$ cat src/rtl/multi_key_repeat_debounce.sv
// N-channel key front end: 2-FF sync, symmetric debounce, press/release/auto-repeat pulses.
// Latency: noisy edge to clean and its pulse is 2+STABLE_CYCLES clocks; no backpressure, pulses are fire-and-forget.
// Define DEBOUNCE_ACCEL_EN to halve the repeat period on each repeat down to REPEAT_INIT>>MAX_HALVINGS.
module multi_key_repeat_debounce #(
  parameter int N_KEYS        = 4,
  parameter int STABLE_CYCLES = 1000000,
  parameter int REPEAT_INIT   = 100000000,
  parameter int MAX_HALVINGS  = 7,
  parameter int CNT_W         = 28
) (
  input  logic              clk,
  input  logic              reset,
  input  logic [N_KEYS-1:0] noisy,
  output logic [N_KEYS-1:0] clean,
  output logic [N_KEYS-1:0] press_pulse,
  output logic [N_KEYS-1:0] release_pulse,
  output logic [N_KEYS-1:0] repeat_pulse
);

  localparam logic [1:0] IDLE   = 2'd0;
  localparam logic [1:0] HOLD   = 2'd1;
  localparam logic [1:0] REPEAT = 2'd2;

  localparam int STEP_W = (MAX_HALVINGS < 2) ? 1 : $clog2(MAX_HALVINGS + 1);

`ifdef DEBOUNCE_ACCEL_EN
  localparam int FLOOR_PERIOD = REPEAT_INIT >> MAX_HALVINGS;
`else
  localparam int FLOOR_PERIOD = REPEAT_INIT;
`endif

  if (FLOOR_PERIOD < 2) begin : g_floor_chk
    $error("repeat floor period must be at least 2 cycles");
  end
  if (MAX_HALVINGS < 0) begin : g_halv_chk
    $error("MAX_HALVINGS must be non-negative");
  end
  if (STABLE_CYCLES < 1) begin : g_stable_chk
    $error("STABLE_CYCLES must be at least 1");
  end
  if ((longint'(REPEAT_INIT) >= (longint'(1) << CNT_W)) ||
      (longint'(STABLE_CYCLES) >= (longint'(1) << CNT_W))) begin : g_width_chk
    $error("CNT_W too narrow for REPEAT_INIT or STABLE_CYCLES");
  end

  for (genvar i = 0; i < N_KEYS; i++) begin : g_key
    logic [1:0]       sync_ff;
    logic             sync;
    logic [CNT_W-1:0] deb_cnt;
    logic             clean_r;
    logic             press_r;
    logic             rel_r;
    logic             rep_r;
    logic [1:0]       state;
    logic [CNT_W-1:0] rep_cnt;
    logic [CNT_W-1:0] period;
    logic             accept;
    logic             rise;
    logic             fall;
    logic             rep_hit;

`ifdef DEBOUNCE_ACCEL_EN
    logic [STEP_W-1:0] step;
`else
    assign period = CNT_W'(REPEAT_INIT);
`endif

    assign sync    = sync_ff[1];
    assign accept  = (sync != clean_r) && (deb_cnt == CNT_W'(STABLE_CYCLES - 1));
    assign rise    = accept & sync;
    assign fall    = accept & ~sync;
    assign rep_hit = (rep_cnt == period - CNT_W'(1));

    // The repeat FSM acts on the accept decision so its counter starts with clean.
    always_ff @(posedge clk or posedge reset) begin
      if (reset) begin
        sync_ff <= 2'b00;
        deb_cnt <= '0;
        clean_r <= 1'b0;
        press_r <= 1'b0;
        rel_r   <= 1'b0;
        rep_r   <= 1'b0;
        state   <= IDLE;
        rep_cnt <= '0;
`ifdef DEBOUNCE_ACCEL_EN
        period  <= CNT_W'(REPEAT_INIT);
        step    <= '0;
`endif
      end else begin
        sync_ff <= {sync_ff[0], noisy[i]};
        press_r <= rise;
        rel_r   <= fall;
        rep_r   <= 1'b0;

        if (sync == clean_r) begin
          deb_cnt <= '0;
        end else if (accept) begin
          clean_r <= sync;
          deb_cnt <= '0;
        end else begin
          deb_cnt <= deb_cnt + CNT_W'(1);
        end

        if (fall) begin
          state   <= IDLE;
          rep_cnt <= '0;
`ifdef DEBOUNCE_ACCEL_EN
          period  <= CNT_W'(REPEAT_INIT);
          step    <= '0;
`endif
        end else if (rise) begin
          state   <= HOLD;
          rep_cnt <= '0;
`ifdef DEBOUNCE_ACCEL_EN
          period  <= CNT_W'(REPEAT_INIT);
          step    <= '0;
`endif
        end else if (state != IDLE) begin
          if (rep_hit) begin
            rep_r   <= 1'b1;
            rep_cnt <= '0;
            state   <= REPEAT;
`ifdef DEBOUNCE_ACCEL_EN
            if (step < STEP_W'(MAX_HALVINGS)) begin
              period <= period >> 1;
              step   <= step + STEP_W'(1);
            end
`endif
          end else begin
            rep_cnt <= rep_cnt + CNT_W'(1);
          end
        end
      end
    end

    assign clean[i]         = clean_r;
    assign press_pulse[i]   = press_r;
    assign release_pulse[i] = rel_r;
    assign repeat_pulse[i]  = rep_r;
  end

endmodule

$ cat config.mk
export PLATFORM = sky130hd
export DESIGN_NAME = multi_key_repeat_debounce
export DESIGN_NICKNAME = d
export VERILOG_FILES = /design/src/rtl/multi_key_repeat_debounce.sv
export SDC_FILE = /design/constraint.sdc
export NUM_CORES = 1
export LEC_CHECK = 0
export CAP_MARGIN = 20
export CORE_ASPECT_RATIO = 0.75
export CORE_UTILIZATION = 30
export DETAILED_ROUTE_END_ITERATION = 10
export GPL_TIMING_DRIVEN = 0
export MAX_ROUTING_LAYER = met4
export SLEW_MARGIN = 20
export SYNTH_ARGS = -nofsm -noshare
export SYNTH_HDL_FRONTEND = slang
export SYNTH_SLANG_ARGS = --single-unit
$ cat constraint.sdc
create_clock -name clk -period 15.5 [get_ports clk]
set_clock_uncertainty 0.05 [all_clocks]
set_input_delay 3.1 -clock clk [delete_from_list [all_inputs] [get_ports clk]]
set_output_delay 3.1 -clock clk [all_outputs]
set_load 0.02 [all_outputs]
==> results of run 1 <==
==> routing by layer <==
layer	vias up	wire length [um]	track usage (%)
met5	-	0	-
met4	0	624	3.18
met3	49	1490	2.11
met2	289	13100	20.1
met1	5445	15900	21.3
li1	5346	-	-
==> synth_stat cells (45+ instances only) <==
cell type | count | area, um^2
dfrtp_1 | 256 | 6410
o21ai_0 | 48 | 240
nor3_1 | 51 | 255
clkbuf_1 | 45 | 169
nand4_1 | 72 | 450
xnor2_1 | 67 | 587
nand3_1 | 98 | 490
nor2_1 | 177 | 664
nor4_1 | 45 | 282
a21oi_1 | 86 | 430
xor2_1 | 62 | 543
nand2_1 | 112 | 420
==> power breakdown <==
part | switching, uW | leakage, uW | internal (uW)
clock network | 274 | 0.000479 | 425
registers | 3.52 | 0.00355 | 672
logic | 21.2 | 0.00214 | 6.96
==> state kept, by name, indices dropped and copies added (netlist names) <==
name           count
g_key.rep_cnt    112
g_key.sync_ff      8
g_key.clean_r      4
g_key.state        8
g_key.rel_r        4
g_key.press_r      4
g_key.rep_r        4
g_key.deb_cnt    112
==> worst paths after layout <==
| check | from | end | cells after the start |
|---|---|---|---|
| worst max-delay path | g_key[2].clean_r$_DFFE_PP0P_ | clean[2] | 2 |
| worst min-delay path | g_key[2].sync_ff[0]$_DFF_PP0_ | g_key[2].sync_ff[1]$_DFF_PP0_ | 0 |
| worst max register to register | g_key[1].deb_cnt[0]$_DFF_PP0_ | g_key[1].state[0]$_DFFE_PP0P_ | 6 |
| worst min register to register | g_key[2].sync_ff[0]$_DFF_PP0_ | g_key[2].sync_ff[1]$_DFF_PP0_ | 0 |
| max in group asynchronous | reset | g_key[3].deb_cnt[1]$_DFF_PP0_ | 4 |
| min in group asynchronous | reset | g_key[0].rel_r$_DFF_PP0_ | 2 |
==> layout make-up <==
type                            instances  area (um^2)
Timing Repair Buffer                   24          293
Sequential cell                       256         6410
Tap cell                              578          723
Fill cell                            4456        28300
Multi-Input combinational cell       1089         6470
Inverter                               30          120
Clock buffer                           37          796
Clock inverter                         12          164
Buffer                                 77          365
==> cell families after synthesis <==
logic type,Yosys count,share of synthesized area [%]
xor gates and xnor gates,129,8.47
and+or+nand+nor,748,30.0
adders and majority gates,8,0.750
muxes,7,0.534
DFF,256,48.0
AOI/OAI and AO/OA,197,8.70
buffers and inverters,107,3.58
==> worst reg2reg max path: stages, from the launching register on <==
cell and delay, ns:
dfrtp_1 0.39, ha_1 0.23, nand4_1 0.28, or2_2 0.43, nor4_1 0.89, clkbuf_1 0.49, o21ai_0 0.17
==> metrics by stage <==
stage | area [um^2] | utilization (%) | setup slack [ns] | cells | hold slack, ns
after detailed placement | 14400 | 33.0 | 10.86 | 2054 | 0.286
final | 15300 | 35.2 | 10.67 | 2103 | 0.298
after CTS | 15300 | 35.2 | 10.64 | 2103 | 0.300
after global placement | 14300 | 32.7 | 1.75 | 2051 | 0.285
after floorplan | 13300 | - | 5.31 | 1452 | 0.281
after global routing | 15300 | 35.2 | 10.62 | 2103 | 0.311
==> flow_summary.yaml, run 1 <==
run_status:
  status: "completed"
floorplan:
  start_util_pct: 30.6
  rows: 66
  die-area_um2: 45300
  pin_count: 22
  die_w_um: 246
  core-area_um2: 43600
  die_h_um: 185
worst_setup_path:
  worstPathCellList: "buf_4 > clkdlybuf4s50_1"
  setup.worst_path.end_class: "output port"
  critPathSlowestCell: "clkdlybuf4s50_1"
  critPathBufInv: 2
  cp_data_required_time_ns: 12.35
  max_stage_delay_ns: 0.58
  start_kind: "flip-flop"
  path_max_fanout: 3
  path_delay_family: "buffers and inverters"
  path_class: "reg2out"
  r2r_setup_slack_ns: 12.43
  worstPathArrival_ns: 1.68
pwr:
  ir_drop_uv: 78.0
  p_per_area_nw_per_um2: 91.5
  power_uw: 1400
  leakage_uw: 0.00616
grt:
  grt_util_all_layers_pct: 14.3
  grt_pass1_vias: 10500
  grt_max_degree: 93
  grt_antenna_before_repair: 0
  grt-ovfl-total: 0
  grt_pass1_wl_mm: 53.2
yosys:
  yosysUniqueCellTypes: 61
  ys_ff_latch: 256
  ys_warn_count: 0
  synth_cells: 1452
  async_flop_share_pct: 100
  synthFlopType: "dfrtp_1"
  synth-edff-count: 0
  synth-seq-area-share_pct: 48.0
  synth_nets: 1466
  synth.cell_area_um2: 13300
  postSynthAreaPerCell_um2: 9.19
drt:
  wl_mm: 31.2
  route.detailed.drc: 0
  wl_per_cell_um: 14.8
  drt-initial-drc-count: 1014
  final_antenna_net_count: 0
  drt-pass1-iter-count: 5
  num_vias: 11100
  vias_per_cell: 5.29
clock_tree:
  numCtsBuffers: 28
  cts_tree: "done"
  cts_root_buf: "clkbuf_16"
  clock_path_buffers: 3
  clock_latency_ns: 0.55
  cts_setup_buffers: 0
  hold_buffers: 0
  clk_pin_slew_ns: 0.06
  cts_sinks: 256
  cts_max_level: 1
  cts_resized: 0
flow_run:
  cap_violations: 0
timing:
  setup_viol: 0
  hold_viol_final: 0
  finalCritPeriodShare_pct: 31.2
  fin_crit_ns: 4.83
  rsz0062_at_grt: "no"
  fmax_mhz: 207
  setup_tns_ns: 0
  slew_viol_final: 0
  worstMarginPinSlew_ns: 1.08
  timing.slew.headroom_pct: 27.1
layout:
  final_common_cell: "dfrtp_1"
  diodes: 0
  layout-drive-gt1-share_pct: 6.69
  layout_common_cells: "dfrtp_1 (256), nor2_1 (177), nand2_1 (112), nand3_1 (98), a21oi_1 (86)"
  fin_nets: 1520
  area_delta_synth_final_pct: 15.0
place:
  place_congestion: 0.844
  io_buffer_count: 21
  dp_hpwl_mm: 21.3
worst_hold_path:
  hold_class: "reg2reg"
No activity file was read; power rests on OpenSTA's default activity.
==> run 2, diff against run 1 <==
==> constraint.sdc (replaced) <==
create_clock -name clk -period 5 [get_ports clk]
set_clock_uncertainty 0.05 [all_clocks]
set_input_delay 1 -clock clk [delete_from_list [all_inputs] [get_ports clk]]
set_output_delay 1 -clock clk [all_outputs]
set_load 0.02 [all_outputs]
==> flow_summary.yaml, run 2 (same netlist as run 1, synthesis figures left out) <==
floorplan:
  start_util_pct: 30.6
  core-area_um2: 43600
  pin_count: 22
  die_w_um: 246
  die_h_um: 185
  die-area_um2: 45300
  rows: 66
pwr:
  ir_drop_uv: 256
  power.internal_uw: 3510
  p_switching_uw: 963
  power_frac_seq_pct: 46.9
  power_uw: 4470
  leakage_uw: 0.00623
  clockPowerShare_pct: 51.0
  power_frac_comb_pct: 2.2
  switching_share_pct: 21.5
  p_per_area_nw_per_um2: 288
layout:
  diodes: 0
  fin_nets: 1527
  fillers: 4426
  final_common_cell: "dfrtp_1"
  fin_area_um2: 15500
  layout_common_cells: "dfrtp_1 (256), nor2_1 (177), nand2_1 (112), nand3_1 (98), a21oi_1 (86)"
  layout-drive-gt1-share_pct: 7.30
  area_delta_synth_final_pct: 16.1
  reg_top3: "g_key.deb_cnt: 112 flops, g_key.rep_cnt: 112 flops"
clock_tree:
  clk_pin_slew_ns: 0.06
  cts_root_buf: "clkbuf_16"
  cts_tree: "done"
  cts_max_level: 1
  cts_resized: 0
  hold_buffers: 0
  numCtsBuffers: 29
  clock_path_buffers: 3
  cts_sinks: 256
  cts_setup_buffers: 0
  clock_latency_ns: 0.56
worst_setup_path:
  worstPathArrival_ns: 3.25
  critPathMostFrequentCell: "clkbuf_1"
  crit-reg2reg-launch: "g_key[3].rep_cnt[1]$_DFFE_PP0P_"
  cp_data_required_time_ns: 5.36
  critPathBufInv: 2
  path_class: "reg2reg"
  worstPathCellList: "ha_1 > nand3_1 > nor3_1 > a41o_1 > clkbuf_1 > clkbuf_1 > a21oi_1"
  ff2ff_path_depth: 7
  setup.worst_path.end_class: "flip-flop"
  r2r_end: "g_key[3].rep_cnt[19]$_DFFE_PP0P_"
  start_kind: "flip-flop"
  path_delay_family: "simple AND/OR/NAND/NOR gates"
  path_max_fanout: 10
  r2r_setup_slack_ns: 2.11
  critPathSlowestCell: "nor3_1"
  max_stage_delay_ns: 0.70
drt:
  route.detailed.drc: 0
  wl_mm: 31.2
  drt-initial-drc-count: 843
  final_antenna_net_count: 0
  drt-pass1-iter-count: 5
  vias_per_cell: 5.31
  num_vias: 11200
  wl_per_cell_um: 14.8
timing:
  worstMarginPinSlew_ns: 0.968
  finalCritPeriodShare_pct: 57.8
  postLayoutSetupSlackWorst_ns: 2.11
  hold_viol_final: 0
  slew_viol_final: 0
  fmax_mhz: 346
  timing.slew.headroom_pct: 34.9
  rsz0062_at_grt: "no"
  setup_viol: 0
  fin_crit_ns: 2.89
place:
  pre_cts_slack_ns: 2.18
  dp_hpwl_mm: 21.7
  place_congestion: 0.845
  post_dp_cell_area_um2: 14500
  io_buffer_count: 21
worst_hold_path:
  min_from: "g_key[2].sync_ff[0]$_DFF_PP0_"
  hold_class: "reg2reg"
  holdPathEnd: "g_key[2].sync_ff[1]$_DFF_PP0_"
  hold-path-cell-count: 0
flow_run:
  cap_violations: 0
grt:
  grt_pass1_wl_mm: 54.1
  grt_pass1_vias: 10600
  grt_max_degree: 33
  grt-ovfl-total: 0
  grt_util_all_layers_pct: 14.5
  grt_antenna_before_repair: 0
run_status:
  status: "completed"
-- run 2: cell count changes in the layout (fill, tap and decap cells not counted), sizes merged --
cell / previous run / this run
buf: 35 / 41
clkbuf: 82 / 84
bufinv: 4 / 5
clkinv: 7 / 8
clkinvlp: 0 / 1
inv: 31 / 30
-- run 2: layout make-up --
| cell class | count | area, um^2 | area share, % |
|---|---|---|---|
| well taps | 578 | 723 | 4.67 |
| flip-flops and latches | 256 | 6410 | 41.3 |
| inverters | 30 | 116 | 0.751 |
| clock inverters | 14 | 201 | 1.30 |
| repair buffers | 30 | 390 | 2.52 |
| multi-input cells | 1089 | 6480 | 41.8 |
| plain buffers | 77 | 365 | 2.36 |
| clock buffers | 39 | 813 | 5.25 |
-- run 2: worst reg2reg max path: cells and delay by family (launching register included) --
kind                     cells  cell delay (ns)
buffers and inverters        2             0.87
adder cells (fa/ha/maj)      1             0.19
flip-flops                   1             0.40
AND/OR/NAND/NOR              2             0.88
AO/OA/AOI/OAI                2             0.35
-- run 2: power groups by stage --
stage          logic (uW)  registers, uW  clock network, uW
5_1_grt               113           2090               2430
4_1_cts               102           2090               2340
3_5_place_dp          102           2130                  0
3_3_place_gp         83.0           2130                  0
2_1_floorplan        56.7           2130                  0
6_report             97.1           2090               2280
-- run 2: metal layers --
metal	global-route usage [%]	up-vias	wire length (um)	part of all wire, %
met2	20.7	289	13000	42
met4	3.35	0	609	2.0
met1	21.3	5490	15900	51
met3	2.15	47	1630	5.2
met5	-	-	0	0
li1	-	5385	-	-
-- run 2: worst max path at each step --
stage,slack [ns],cells past startpoint,start,to
floorplan,0.58,1,reset,g_key[0].clean_r$_DFFE_PP0P_
global placement,-1.55,2,reset,g_key[1].rep_cnt[22]$_DFFE_PP0P_
detailed placement,2.18,7,g_key[3].rep_cnt[0]$_DFFE_PP0P_,g_key[3].rep_cnt[18]$_DFFE_PP0P_
CTS,2.16,8,g_key[3].deb_cnt[12]$_DFF_PP0_,g_key[3].rep_cnt[20]$_DFFE_PP0P_
global route,1.79,7,g_key[3].rep_cnt[1]$_DFFE_PP0P_,g_key[3].rep_cnt[12]$_DFFE_PP0P_
finish,2.11,7,g_key[3].rep_cnt[1]$_DFFE_PP0P_,g_key[3].rep_cnt[19]$_DFFE_PP0P_
-- run 2: metrics by stage --
step                      TNS (ns)  utilization, %  hold slack, ns  cells
final                            0            35.5           0.298   2113
after global routing             0            35.5           0.305   2113
after CTS                        0            35.5           0.303   2113
after detailed placement         0            33.2           0.287   2060
after global placement     -388.06            32.8           0.286   2051
after floorplan                  0               -           0.281   1452
